==> config.mk <==
export PLATFORM = sky130hd
export DESIGN_NAME = stream_mux_rr
export DESIGN_NICKNAME = d
export VERILOG_FILES = /design/src/rtl/stream_mux_rr.sv
export SDC_FILE = /design/constraint.sdc
export NUM_CORES = 1
export LEC_CHECK = 0
export ABC_AREA = 1
export BUFFER_PORTS_ARGS = -buffer_cell sky130_fd_sc_hd__buf_2
export CAP_MARGIN = 20
export CORE_ASPECT_RATIO = 1.4
export CORE_MARGIN = 2
export CORE_UTILIZATION = 30
export CTS_BUF_LIST = sky130_fd_sc_hd__clkbuf_2
export CTS_CLUSTER_SIZE = 40
export DETAILED_ROUTE_END_ITERATION = 10
export SYNTH_ARGS = -nofsm -noshare
export SYNTH_HDL_FRONTEND = slang
export SYNTH_SLANG_ARGS = --single-unit
==> constraint.sdc <==
create_clock -name clk -period 1.21 [get_ports clk]
set_input_delay 0.121 -clock clk [delete_from_list [all_inputs] [get_ports clk]]
set_output_delay 0.121 -clock clk [all_outputs]
set_load 0.01 [all_outputs]
==> src/rtl/stream_mux_rr.sv <==
// N-channel stream multiplexer with a single registered output slot.
// The channel is chosen by an external select (MODE=0) or by a round-robin
// pointer that starts its search just past the last granted channel (MODE=1).
module stream_mux_rr #(
    parameter int unsigned WIDTH  = 8,
    parameter int unsigned N      = 4,
    parameter int unsigned MODE   = 1,
    localparam int unsigned CHAN_W = (N > 1) ? $clog2(N) : 1
) (
    input  logic                clk,
    input  logic                rst_n,
    input  logic [N-1:0]        in_valid,
    input  logic [N*WIDTH-1:0]  in_data,
    output logic [N-1:0]        in_ready,
    input  logic [CHAN_W-1:0]   sel,
    output logic                out_valid,
    output logic [WIDTH-1:0]    out_data,
    output logic [CHAN_W-1:0]   out_chan,
    input  logic                out_ready
);

    logic              load_en;
    logic [N-1:0]      gnt;
    logic              gnt_any;
    logic [CHAN_W-1:0] gnt_idx;
    logic [WIDTH-1:0]  gnt_data;
    logic [CHAN_W-1:0] ptr_q;
    logic [CHAN_W-1:0] ptr_d;

    // The output slot can take a new word when empty or being drained now.
    assign load_en = !out_valid || out_ready;

    // Ready is gated by reset so nothing is offered while the block is held.
    assign in_ready = rst_n ? (gnt & {N{load_en}}) : '0;

    // Grant selection: one-hot or zero, recomputed every cycle.
    always_comb begin
        gnt     = '0;
        gnt_any = 1'b0;
        gnt_idx = '0;
        if (MODE == 0) begin
            // An out-of-range select matches no channel and yields no grant.
            for (int i = 0; i < int'(N); i++) begin
                if (sel == CHAN_W'(i) && in_valid[i]) begin
                    gnt[i]  = 1'b1;
                    gnt_any = 1'b1;
                    gnt_idx = CHAN_W'(i);
                end
            end
        end else begin
            // Two passes implement the wrapping search: ptr..N-1, then 0..ptr-1.
            for (int i = 0; i < int'(N); i++) begin
                if (!gnt_any && in_valid[i] && CHAN_W'(i) >= ptr_q) begin
                    gnt[i]  = 1'b1;
                    gnt_any = 1'b1;
                    gnt_idx = CHAN_W'(i);
                end
            end
            for (int i = 0; i < int'(N); i++) begin
                if (!gnt_any && in_valid[i] && CHAN_W'(i) < ptr_q) begin
                    gnt[i]  = 1'b1;
                    gnt_any = 1'b1;
                    gnt_idx = CHAN_W'(i);
                end
            end
        end
    end

    // Data mux driven by the one-hot grant.
    always_comb begin
        gnt_data = '0;
        for (int i = 0; i < int'(N); i++) begin
            if (gnt[i]) begin
                gnt_data = in_data[i*WIDTH +: WIDTH];
            end
        end
    end

    // Pointer advances past the granted channel only on an actual transfer.
    always_comb begin
        ptr_d = ptr_q;
        if (MODE == 1 && load_en && gnt_any) begin
            // Explicit wrap keeps ptr below N for non-power-of-two N.
            ptr_d = (gnt_idx == CHAN_W'(N - 1)) ? '0 : gnt_idx + CHAN_W'(1);
        end
    end

    // Output register and arbitration pointer.
    always_ff @(posedge clk or negedge rst_n) begin
        if (!rst_n) begin
            out_valid <= 1'b0;
            out_data  <= '0;
            out_chan  <= '0;
            ptr_q     <= '0;
        end else begin
            ptr_q <= ptr_d;
            if (load_en) begin
                out_valid <= gnt_any;
                if (gnt_any) begin
                    out_data <= gnt_data;
                    out_chan <= gnt_idx;
                end
            end
        end
    end

endmodule

==> results.txt <==
- In this run the cell area of the synthesized design comes to 883 um2.
- Number of H-tree levels: 1
- The first routing iteration left 21 violations.
* Vias per Instance: 4.53
- Maximum buffer depth of the clock tree: 2
- STA classifies the critical path endpoint as an output port.
- Final setup violating endpoints: 17
- The Yosys step of the flow raised 0 warnings.
* Sequential cell fraction of total power: 32.2%
- Global-route wire length before repair: 4780 um
- Clock sink total: 13
- WL/cell: 12.4 um
* Clock Latency Late Sink: 0.27 ns
- Type of origin of the critical path: flop
- Chip width: 49.9 um
- Run status: finished, violations left
- Post-synth cell types: 20
- Final worst-path setup slack: -0.355 ns
- After floorplanning, the core was sized to cover 2850 um2.
- Part of the Yosys area used for sequential elements: 36.8%
- Max rail drop VDD: roughly 0.00066 V
* Synth Net Count: 166
- Dpl ws: -0.262 ns
- On the final layout, the worst clock skew is around 0.011 ns.
* Sw frac: 42.8%
* Final ANT Viol Nets: 0
- A synthesized cell averages 7.07 um2.
- For this run the aggregate overflow at the end of global routing stands at 0.
- Cell at the root of the clock tree: sky130_fd_sc_hd__clkbuf_2
- At the pin with the least slew margin, the transition time is 0.216 ns.
- The congestion estimate from routability-driven global placement came to 0.793.
* Number of enable flip-flop cells after synthesis: 0
* Vias in the first global route: roughly 1100
- Number of buffers created by CTS: 3
- Total vias in the final route: between 1000 and 1500
- Cell total after placement: between 200 and 250
- Entering global routing, the biggest net connects 14 pins.
- The path class of the tightest hold or removal check is in2reg.
- Antenna violations before repair: 0
- Flip-flop and latch count after synthesis: 13
* Critical path class: reg2out
- After clock tree synthesis, the clock-pin slew on the worst setup and hold paths is 0.13 ns.
* Row cnt: 23
- Non-Filler Instances: 240
- The analysis attributes to net switching a power of 0.000886 W.
- For this run, design rule violations remaining after detail routing come to 0.
* Starting Density: just over 30%
* Final layout net count: 245
- The internal power of the cells totals between 0.001 and 0.0015 W.
- In this run the tool buffered the top-level ports with 53 buffer cells.
* Cell count after synthesis: 125
* WP data required: 1.09 ns
- Max Cap Violations: 0
* Final Cycle Share: 129%
- First drt pass iteration count: 4
* Overall power after layout: 0.00207 W
- For this run, the leading register cell type out of synthesis is sky130_fd_sc_hd__dfrtp_1.
- At the worst endpoint, the arrival time is approximately 1.4 ns.
- Violated checks: negative setup slack
- Wires add up to just under 3000 um.
- Top Ports: 56
- Detailed placement ended at an HPWL of 2220 um.
- After layout, the minimum clock period comes to 1.57 ns.
- In this run, the clock network consumes a little over a tenth of the power.
- Slew headroom: 85.6%
* Overall routing resource usage: 18.7%
- The repair_antennas step left the layout with diodes totalling 0.
- The share of total power dissipated in combinational logic is 57.0%.
* P&R area growth vs syn: 64.0%
* Share of final-layout standard cells stronger than drive strength 1: 52.7%
- The number of max-slew violations in the final report is 0.
- Power Dens Cells: 1430 nW/um2
- Based on the critical path, the design can be clocked at up to 639 MHz.
* Share of async-settable or async-resettable flops after synthesis: 100%
- Setup repair after global routing could not meet its margin everywhere.
* Standby leakage power: 0.815 nW
- TritonCTS built the clock tree.
- Die ar.: 3400 um2
- Number of fill cells in the layout: about 280
- The number of hold violations in the final report came to 0.
- Measured along the y axis, the die boundary spans 68.2 um.
* Maximum fanout along the worst path: 4
## sequential cells by signal, summed over array words and instances, names as in the netlist
name	cells
out_valid	1
out_chan	2
out_data	8
ptr_q	2
## what timing repair did
| action | in CTS | in global routing |
|---|---|---|
| buffers inserted | 8 | 0 |
| pin swaps | 12 | 7 |
| hold buffers | 1 | 0 |
| gates resized for setup | 13 | 8 |
| setup endpoints to repair | 17 | 17 |
| gates cloned | 0 | 1 |
| endpoints found under the hold margin | 13 | 0 |
## metal layers
metal	part of all wire, %	up-vias	global-route usage (%)
met2	55	36	37.2
met5	0	-	0
met3	4.5	2	2.18
met1	40	496	20.5
li1	-	553	-
met4	0.64	0	5.56
## critical path: stages, from the launching register on
cell and delay, ns:
sky130_fd_sc_hd__dfrtp_1 0.39, sky130_fd_sc_hd__nand2_1 0.08, sky130_fd_sc_hd__nand2_2 0.08, sky130_fd_sc_hd__nand2_2 0.08
sky130_fd_sc_hd__nor2_8 0.14, sky130_fd_sc_hd__nand2_2 0.08, sky130_fd_sc_hd__buf_6 0.11, sky130_fd_sc_hd__a21oi_2 0.09
sky130_fd_sc_hd__buf_2 0.13
## power groups by stage
stage	clock [W]	combinational (W)	sequential [W]
after floorplan	0	0.000527	0.000727
after global placement	0	0.00100	0.000670
after detailed placement	0	0.00101	0.000676
after CTS	0.000233	0.00113	0.000669
after global routing	0.000250	0.00132	0.000690
final	0.000222	0.00118	0.000668
## cell families (layout without fill, tap and decap cells)
logic type	count (synthesis)	after routing	synth area share [%]
DFF	13	13	36.8
AOI/OAI and AO/OA	5	5	3.54
and+or+nand+nor	95	95	53.3
buffers and inverters	12	90	6.37
## final cells by class
class	instances	area, um2	share of cell area [%]
sequential	13	325	22.5
tap	37	46.3	3.20
timing repair buffer	76	457	31.5
inverter	10	45.0	3.11
clock buffer	4	20.0	1.38
multi-input combinational	100	556	38.3
## layout by cell type, fill, tap and decap left out, drive strengths merged
| master | netlist | final |
|---|---|---|
| a21oi | 2 | 2 |
| buf | 2 | 75 |
| clkbuf | 0 | 4 |
| dfrtp | 13 | 13 |
| dlygate4sd3 | 0 | 1 |
| inv | 10 | 10 |
| nand2 | 75 | 75 |
| nand3 | 5 | 5 |
| nand4 | 10 | 10 |
| nor2 | 4 | 4 |
| nor3 | 1 | 1 |
| o21a | 1 | 1 |
| o21ai | 2 | 2 |
## worst paths after layout
| check | from | endpoint | slack (ns) | cells after the start |
|---|---|---|---|---|
| worst max register to register | ptr_q[0] | out_data[7] | -0.32 | 11 |
| min in group asynchronous | rst_n | out_valid | 0.31 | 3 |
| max in group asynchronous | rst_n | ptr_q[0] | 0.73 | 3 |
| worst min register to register | out_chan[1] | out_chan[1] | 0.49 | 2 |
| worst max-delay path | ptr_q[1] | in_ready[0] | -0.36 | 8 |
| worst min-delay path | in_data[16] | out_data[0] | 0.15 | 5 |
## metrics by stage
stage / TNS (ns) / hold WS, ns / utilization (%) / cell area [um2]
after floorplan: -0.753 / -0.175 / - / 891
after global placement: -2.98 / 0.0729 / 45.0 / 1280
after detailed placement: -3.11 / 0.0698 / 45.0 / 1280
after CTS: -5.45 / 0.143 / 49.5 / 1410
after global routing: -7.16 / 0.189 / 50.9 / 1450
final: -5.11 / 0.151 / 50.9 / 1450
## synth_stat cells, types with 2 or more instances
cell type / count / area [um2]
sky130_fd_sc_hd__a21oi_1: 2 / 10.0
sky130_fd_sc_hd__dfrtp_1: 13 / 325
sky130_fd_sc_hd__inv_1: 7 / 26.3
sky130_fd_sc_hd__inv_2: 3 / 11.3
sky130_fd_sc_hd__nand2_1: 68 / 255
sky130_fd_sc_hd__nand2_2: 6 / 37.5
sky130_fd_sc_hd__nand3_1: 3 / 15.0
sky130_fd_sc_hd__nand3_2: 2 / 20.0
sky130_fd_sc_hd__nand4_1: 8 / 50.1
sky130_fd_sc_hd__nor2_1: 3 / 11.3
(Power assumes the default switching activity.)
